===== src/rtl/transformer_pkg.sv =====
// Shared constants and read-FSM encoding for the transformer front end.
// DATA_W    : sample width fed to the transformer
// FRAME_LEN : samples per frame (>= 2)
// RES_W     : classification result width
// IDX_W     : bits needed to index one frame
package transformer_pkg;
   localparam int DATA_W    = 16;
   localparam int FRAME_LEN = 30;
   localparam int RES_W     = 9;
   localparam int IDX_W     = $clog2(FRAME_LEN);

   typedef enum logic [1:0] {
      IDLE     = 2'd0,
      STREAM   = 2'd1,
      WAIT_RES = 2'd2
   } rd_state_e;
endpackage


===== src/rtl/frame_bank_ram.sv =====
// Two-bank frame buffer: 2 x FRAME_LEN x DATA_W, one write port and one
// registered read port, both addressed {bank, idx}.
// Ports:
//   clk, rst                      clock / async active-high reset (read reg only)
//   we_i, wr_bank_i, wr_idx_i,
//   wr_data_i                     write port
//   rd_en_i, rd_bank_i, rd_idx_i  read request; data appears after the edge
//   rd_data_o                     registered read data (cleared by reset)
module frame_bank_ram
   import transformer_pkg::*;
(
   input  logic              clk,
   input  logic              rst,
   input  logic              we_i,
   input  logic              wr_bank_i,
   input  logic [IDX_W-1:0]  wr_idx_i,
   input  logic [DATA_W-1:0] wr_data_i,
   input  logic              rd_en_i,
   input  logic              rd_bank_i,
   input  logic [IDX_W-1:0]  rd_idx_i,
   output logic [DATA_W-1:0] rd_data_o
);
   localparam int DEPTH = 2 ** (IDX_W + 1);

   // Storage array has no reset and an asynchronous read, so it stays in
   // LUT RAM; only the output register carries the reset.
   logic [DATA_W-1:0] mem_q [DEPTH];
   logic [DATA_W-1:0] rd_data_q;

   always_ff @(posedge clk) begin
      if (we_i) mem_q[{wr_bank_i, wr_idx_i}] <= wr_data_i;
   end

   always_ff @(posedge clk or posedge rst) begin
      if (rst)          rd_data_q <= '0;
      else if (rd_en_i) rd_data_q <= mem_q[{rd_bank_i, rd_idx_i}];
   end

   assign rd_data_o = rd_data_q;
endmodule


===== src/rtl/frame_sequencer.sv =====
// Upstream feeder for the transformer: collects samples into ping-pong frame
// banks, bursts each full frame out as FRAME_LEN consecutive valid words,
// then waits (with a watchdog) for the classification result.
// Ports:
//   clk, rst                   clock / async active-high reset
//   s_data, s_valid, s_ready   upstream sample handshake
//   m_data, m_valid            burst to transformer data_in (no backpressure)
//   res_in, res_in_valid       transformer result
//   res_out, res_valid         latched result + one-cycle pulse
//   res_frame                  frame number of the result, wraps at 255
//   busy                       read FSM not idle
//   timeout_err, spurious_res  sticky error flags
module frame_sequencer
   import transformer_pkg::*;
#(
   parameter int TIMEOUT = 4096
)(
   input  logic              clk,
   input  logic              rst,
   input  logic [DATA_W-1:0] s_data,
   input  logic              s_valid,
   output logic              s_ready,
   output logic [DATA_W-1:0] m_data,
   output logic              m_valid,
   input  logic [RES_W-1:0]  res_in,
   input  logic              res_in_valid,
   output logic [RES_W-1:0]  res_out,
   output logic              res_valid,
   output logic [7:0]        res_frame,
   output logic              busy,
   output logic              timeout_err,
   output logic              spurious_res
);
   localparam int WD_W = (TIMEOUT > 2) ? $clog2(TIMEOUT) : 1;
   localparam logic [IDX_W-1:0] LAST_IDX = IDX_W'(FRAME_LEN - 1);
   localparam logic [WD_W-1:0]  WD_LAST  = WD_W'(TIMEOUT - 1);

   rd_state_e        state_q;
   logic [1:0]       full_q, full_d;
   logic             wr_bank_q, rd_bank_q, rdy_en_q;
   logic [IDX_W-1:0] wr_idx_q, rd_idx_q;
   logic [WD_W-1:0]  wd_q;
   logic             m_valid_q, res_valid_q, timeout_q, spurious_q;
   logic [RES_W-1:0] res_q;
   logic [7:0]       frame_q;
   logic             wr_fire, wr_last, rd_fire, rd_last;

   // rdy_en_q holds s_ready low while in reset and until the first edge after.
   assign s_ready = rdy_en_q & ~full_q[wr_bank_q];

   always_comb begin
      wr_fire = s_valid & s_ready;
      wr_last = wr_fire && (wr_idx_q == LAST_IDX);
      rd_fire = (state_q == STREAM);
      rd_last = rd_fire && (rd_idx_q == LAST_IDX);
      // Writer stalls on a full bank, so set and clear never hit the same bank.
      full_d = full_q;
      if (wr_last) full_d[wr_bank_q] = 1'b1;
      if (rd_last) full_d[rd_bank_q] = 1'b0;
   end

   // Write side and bank ownership
   always_ff @(posedge clk or posedge rst) begin
      if (rst) begin
         rdy_en_q  <= 1'b0;
         full_q    <= '0;
         wr_bank_q <= 1'b0;
         wr_idx_q  <= '0;
      end else begin
         rdy_en_q <= 1'b1;
         full_q   <= full_d;
         if (wr_fire) begin
            wr_idx_q <= wr_last ? '0 : wr_idx_q + 1'b1;
            if (wr_last) wr_bank_q <= ~wr_bank_q;
         end
      end
   end

   // Read FSM, watchdog and result/flag registers
   always_ff @(posedge clk or posedge rst) begin
      if (rst) begin
         state_q     <= IDLE;
         rd_bank_q   <= 1'b0;
         rd_idx_q    <= '0;
         wd_q        <= '0;
         m_valid_q   <= 1'b0;
         res_valid_q <= 1'b0;
         res_q       <= '0;
         frame_q     <= '0;
         timeout_q   <= 1'b0;
         spurious_q  <= 1'b0;
      end else begin
         m_valid_q   <= 1'b0;
         res_valid_q <= 1'b0;
         // Frame number advances the cycle after the result pulse.
         if (res_valid_q) frame_q <= frame_q + 8'd1;
         case (state_q)
            IDLE: begin
               if (res_in_valid) spurious_q <= 1'b1;
               if (full_q[rd_bank_q]) begin
                  rd_idx_q <= '0;
                  state_q  <= STREAM;
               end
            end
            STREAM: begin
               if (res_in_valid) spurious_q <= 1'b1;
               m_valid_q <= 1'b1;  // qualifies the RAM read issued this edge
               if (rd_last) begin
                  rd_bank_q <= ~rd_bank_q;
                  wd_q      <= '0;
                  state_q   <= WAIT_RES;
               end else begin
                  rd_idx_q <= rd_idx_q + 1'b1;
               end
            end
            WAIT_RES: begin
               // A result on the expiry cycle takes priority over the timeout.
               if (res_in_valid) begin
                  res_q       <= res_in;
                  res_valid_q <= 1'b1;
                  state_q     <= IDLE;
               end else if (wd_q == WD_LAST) begin
                  timeout_q <= 1'b1;
                  frame_q   <= frame_q + 8'd1;
                  state_q   <= IDLE;
               end else begin
                  wd_q <= wd_q + 1'b1;
               end
            end
            default: state_q <= IDLE;
         endcase
      end
   end

   frame_bank_ram u_ram (
      .clk       (clk),
      .rst       (rst),
      .we_i      (wr_fire),
      .wr_bank_i (wr_bank_q),
      .wr_idx_i  (wr_idx_q),
      .wr_data_i (s_data),
      .rd_en_i   (rd_fire),
      .rd_bank_i (rd_bank_q),
      .rd_idx_i  (rd_idx_q),
      .rd_data_o (m_data)
   );

   assign m_valid      = m_valid_q;
   assign res_out      = res_q;
   assign res_valid    = res_valid_q;
   assign res_frame    = frame_q;
   assign busy         = (state_q != IDLE);
   assign timeout_err  = timeout_q;
   assign spurious_res = spurious_q;
endmodule


===== config.mk =====
export PLATFORM = sky130hd
export DESIGN_NAME = frame_sequencer
export DESIGN_NICKNAME = d
export VERILOG_FILES = /design/src/rtl/transformer_pkg.sv /design/src/rtl/frame_bank_ram.sv /design/src/rtl/frame_sequencer.sv
export SDC_FILE = /design/constraint.sdc
export NUM_CORES = 1
export LEC_CHECK = 0
export ABC_CLOCK_PERIOD_IN_PS = 7800
export BUFFER_PORTS_ARGS = -buffer_cell sky130_fd_sc_hd__buf_2
export CAP_MARGIN = 20
export CORE_ASPECT_RATIO = 2
export CORE_MARGIN = 10
export CORE_UTILIZATION = 60
export CTS_CLUSTER_DIAMETER = 200
export DETAILED_ROUTE_END_ITERATION = 6
export PLACE_DENSITY = 0.77
export SYNTH_ARGS = -nofsm -noshare
export SYNTH_HDL_FRONTEND = slang
export SYNTH_SLANG_ARGS = --single-unit
export TNS_END_PERCENT = 100

===== constraint.sdc =====
create_clock -name clk -period 7.8 [get_ports clk]
set_input_delay 0.39 -clock clk [delete_from_list [all_inputs] [get_ports clk]]
set_output_delay 0.39 -clock clk [all_outputs]
set_load 0.01 [all_outputs]

# After elaboration in Yosys (flattened, before gate mapping)
# Memory sizes are Yosys's and may differ from the RTL's. A register that Yosys moved wholly into a read port is not among the register bits.
# Cells that the tools add are included.
word_totals:
  memories: 1
  output_inout_bits: 39
  input_bits: 29
  register_bits: 50
  wordCells: 92
  ram_bits: 1024
op_classes:
  n_reduce_logical: 17
  order_cmp: 4
  addsub: 4
  n_mux: 32
  n_eq_ne: 11
  bitwise: 9
memory_table:
  columns: ["name", "words", "word_bits", "read_ports", "rd_clocked_by_memory_dff", "wr", "line", "text"]
  rows:
  - ["u_ram.mem_q", 64, 16, 1, 1, 1, "frame_bank_ram.sv:27", "logic [DATA_W-1:0] mem_q [DEPTH];"]
op_table:
  columns: ["op", "count"]
  rows:
  - ["$mux 12", 3]
  - ["$mux 8", 4]
  - ["$pmux 12 s2", 1]
  - ["$mux 5", 3]
  - ["$add 12x1->12 const B", 1]
  - ["$eq 12x12->1 const B", 1]
  - ["$mux 2", 6]
  - ["$mux 1", 11]
  - ["$add 5x1->5 const B", 2]
  - ["$eq 5x5->1 const B", 2]
  - ["$pmux 5 s2", 1]
  - ["$reduce_and 3->1", 3]
  - ["$add 8x1->8 const B", 1]
  - ["$ne 2x2->1 const B", 4]
  - ["$reduce_and 2->1", 4]
  - ["$pmux 2 s3", 1]
  - ["$reduce_bool 2->1", 3]
  - ["$logic_and 1x1->1", 4]
  - ["$lt 1x2->1 const B", 2]
  - ["$not 1->1", 4]
  - ["$reduce_and 4->1", 1]
  - ["$ne 3x3->1 const B", 1]
  - ["$and 1x1->1", 2]
  - ["$and 2x2->2", 1]
  - ["9 further kinds", 11]

# Logic depth before layout (Yosys ltp)
logic_depth:
  word_depth: 9
  ltp_mapped: 11
  ltp_nobuf: 7

# Cells and area by module
# A second synthesis with hierarchy kept.
hier_totals:
  cells_unflattened: 2192
  hier_area_um2: 42590.8
modules_own_cells:
  columns: ["module", "n_inst", "seq_area_each_um2", "area_per_inst_um2", "cells_per_inst"]
  rows:
  - ["frame_bank_ram", 1, 31149.9, 40024.6, 1949]
  - ["frame_sequencer", 1, 1251.2, 2566.2, 243]

# Worst setup path after synthesis
# OpenSTA, ideal clock, no wires.
synth_path:
  kind: "register to register"
  startpoint: "reg wr_bank_q"
  endpoint: "mem u_ram.mem_q[30][0] (enable)"
  path_slack_ns: 5.139
  n_path_buf: 2
  synth_period_minus_slack_ns: 2.661
  required_time_ns: 7.411
  path_stages_with_launch: 8
  t_arrival_ns: 2.273
  setup_ns: 0.389
  cell_sequence: "dfrtp_1 > mux2i_1 > and3_1 > clkbuf_1 > nand2_1 > or3_1 > clkbuf_1 > nor2_1"
synth_via:
  elab_chain_len: 7
synth_rtl:
  columns: ["element", "line", "text"]
  rows:
  - ["start: declaration", "frame_sequencer.sv:40", "logic wr_bank_q, rd_bank_q, rdy_en_q;"]
  - ["start signal: assignment", "frame_sequencer.sv:74", "if (wr_last) wr_bank_q <= ~wr_bank_q;"]
  - ["$mux 1 (implied by the code) (2 in series)", "frame_sequencer.sv:49", "assign s_ready = rdy_en_q & ~full_q[wr_bank_q];"]
  - ["$not 1->1", "frame_sequencer.sv:49", null]
  - ["$and 1x1->1", "frame_sequencer.sv:49", null]
  - ["$and 1x1->1", "frame_sequencer.sv:52", "wr_fire = s_valid & s_ready;"]
  - ["$mux 1", "frame_bank_ram.sv:31", "if (we_i) mem_q[{wr_bank_i, wr_idx_i}] <= wr_data_i;"]
  - ["$mux 1 (implied by the code)", "frame_bank_ram.sv:31", null]
  - ["end: declaration", "frame_bank_ram.sv:27", null]
# Several ways; a longest one is shown, not always the timed one. The select of a mux whose other input is x is not followed.

==> qor.yml <==
crit_arrival_ns: 4.57
cts_tree: "built"
grt_pass1_vias: 22050
cts_buffers: 89
yosysMostFrequentCell: "edfxtp_1"
rows: 137
setup_ws_ns: 3.813
synth_commonest_cells: "edfxtp_1, mux4_2, nor2_1, mux2i_1, dfrtp_1"
yosysSeqAreaShare_pct: 76.45
postCtsSetupRepairBufs: 0
fin_crit_sh_pct: 51.12
synthArstFlopShare_pct: 6.055
p_per_area_nw_per_um2: 271.0
start_kind: "register"
post_synth.cell_area_avg_um2: 20.84
io_buffer_count: 67
die_h_um: 395.9
violations: "design-rule violations, negative hold slack"
worstSetupPathType: "register to register"
synth_top_area_cell: "edfxtp_1"
p_leak_nw: 15.01
start_util_pct: 60.60
crit_fanout: 36
cp.required_ns: 8.39
instances_no_fill: 3169
synth_ff_type: "edfxtp_1"
die-area_um2: 82310
antenna_found_initial: 3
fp.dieW_um: 207.9
h-tree-depth: 3
place_congestion: 0.9058
ys_types: 55
dp_hpwl_mm: 61.60
holdWs_ns: -0.02351
min_period_ns: 3.987
clk_pin_slew_ns: 0.08
syn_nets: 2069
ys_ff_latch: 1090
fmax_mhz: 250.8
route.detailed.drc: 1
fin_tns_setup_ns: 0
rsz0062_at_grt: "no"
grt_pass1_wl_mm: 151.5
clk_latency_ns: 0.69
grt_usage_pct: 25.16
status: "complete, but fails checks"
syn_area_um2: 42380
pre_cts_slack_ns: 3.921
grt_max_degree: 105
synth.top_cell.area_share_pct: 72.56
slowest_delay_ns: 1.10
drt_iter0_drc: 2312
overflow: 0
netlist_top_cells_area: "edfxtp_1, mux4_2, dfrtp_1"
finalClockSkew_ns: 0.04047
io-pin-count: 68
syn_to_final_growth_pct: 11.62
cp_top_family: "compound AO/OA/AOI/OAI gates"
wirelength_mm: 102.7
synth_edf_count: 1024
dp.cells: 2987
root_buffer: "clkbuf_16"
cap_violations: 0
wl_per_cell_um: 32.42
yosysWarnings: 0
final_layout_size_suffix_gt1_share_pct: 26.24
coreArea_um2: 69940
cts_max_path_buffers: 3
cp_common_cell: "buf_4"
viasPerCell: 6.681
critPathBufInv: 2
nNetsFinal: 2224
peakVddDrop_mv: 0.2816
crit_slowest_cell: "o41ai_1"
synth_cells: 2034
end_kind: "register"
final_hold_viol_count: 15
relSlewSlack_pct: 17.25
hp-class: "input port to async pin"
ant_nets: 0
cp_cell_sequence: "buf_4 -> buf_4 -> a211oi_1 -> o41ai_1 -> o21ai_0 -> o311ai_1"
setup_violations: 0
drtPass1Iterations: 7
worstMarginPinSlew_ns: 1.225
dr_total_vias: 21170
clock_sinks: 1090
slew_viol_final: 0
-- layout by cell type (no fill, tap or decap), types with 6 or more instances in the layout --
cell and n:
a211oi_1 33, a21oi_1 17, a221oi_1 14, a22o_1 14
buf_12 7, buf_2 68, buf_4 96, bufinv_16 9
clkbuf_1 17, clkbuf_16 91, clkbuf_8 8, clkinv_1 14
clkinv_2 16, dfrtp_1 63, dlygate4sd3_1 10, edfxtp_1 1024
ha_1 6, inv_1 6, mux2_2 26, mux2i_1 96
mux4_2 240, nand2_1 38, nand2b_1 7, nand3_1 10
nand4_1 11, nor2_1 111, nor2b_1 43, nor3_1 6
o21ai_0 37, o311ai_1 13, o41ai_1 9, o41ai_2 6
xnor2_1 9, xor2_1 13
-- worst min-delay path, stage by stage --
cell and delay (ns):
buf_2 0.10, inv_2 0.04, buf_4 0.69
-- final timing paths --
kind                               from             endpoint  slack (ns)  cells after the start
hold / removal                      rst           res_out[1]       -0.02                      3
max in group asynchronous           rst          rd_idx_q[1]        7.04                      3
setup reg to reg            rd_idx_q[0]   u_ram.rd_data_o[6]        3.81                      6
hold reg to reg            res_frame[7]         res_frame[7]        0.46                      1
setup / recovery            rd_idx_q[0]   u_ram.rd_data_o[6]        3.81                      6
min in group clk             s_data[14]  u_ram.mem_q[23][14]        0.14                      1
-- power breakdown --
| group | internal, mW | switching, mW |
|---|---|---|
| combinational | 0.649 | 0.900 |
| clock | 2.54 | 2.05 |
| sequential | 6.54 | 0.145 |
-- registers in the layout, summed over array words and instances, names as in the netlist, 2 cells and up --
register	count
full_q	2
rd_idx_q	5
res_frame	8
res_out	9
state_q	2
u_ram.mem_q	1024
u_ram.rd_data_o	16
wd_q	12
wr_idx_q	5
-- logic make-up after synthesis --
| group | share of synthesized area (%) |
|---|---|
| DFF | 76.45 |
| other | 0.008849 |
| xor gates and xnor gates | 0.4547 |
| and+or+nand+nor | 2.822 |
| buffers and inverters | 1.414 |
| AOI/OAI and AO/OA | 2.955 |
| adders and majority gates | 0.1771 |
| muxes | 15.71 |
-- metal layers --
layer	GRT usage (%)	share of wire [%]
met1	29.18	34
met3	3.921	7.1
met4	15.27	6.4
met2	43.48	53
met5	0	0.013
-- area by class of cell --
| cell class | instances | area [um2] |
|---|---|---|
| antenna | 2 | 5.005 |
| clock buffer | 116 | 2451 |
| clock inverter | 50 | 536.8 |
| fill | 4299 | 22630 |
| inverter | 9 | 33.78 |
| multi-input combinational | 818 | 9434 |
| sequential | 1090 | 32410 |
| tap | 903 | 1130 |
| timing repair buffer | 181 | 1301 |
-- timing repair --
| item | in CTS | in global routing |
|---|---|---|
| endpoints found under the setup margin | 0 | 0 |
| hold endpoints to repair | 10 | 0 |
| hold buffers | 10 | 0 |
| resized for setup | 0 | 0 |
-- stage by stage --
stage | util, % | power (mW) | instance area, um2
floorplan | - | 7.791 | 42380
global placement | 63.08 | 8.289 | 44120
detailed placement | 63.10 | 8.344 | 44130
CTS | 67.52 | 12.89 | 47220
global route | 67.63 | 13.20 | 47300
finish | 67.64 | 12.82 | 47300
Power figures use the tool's default switching activity.
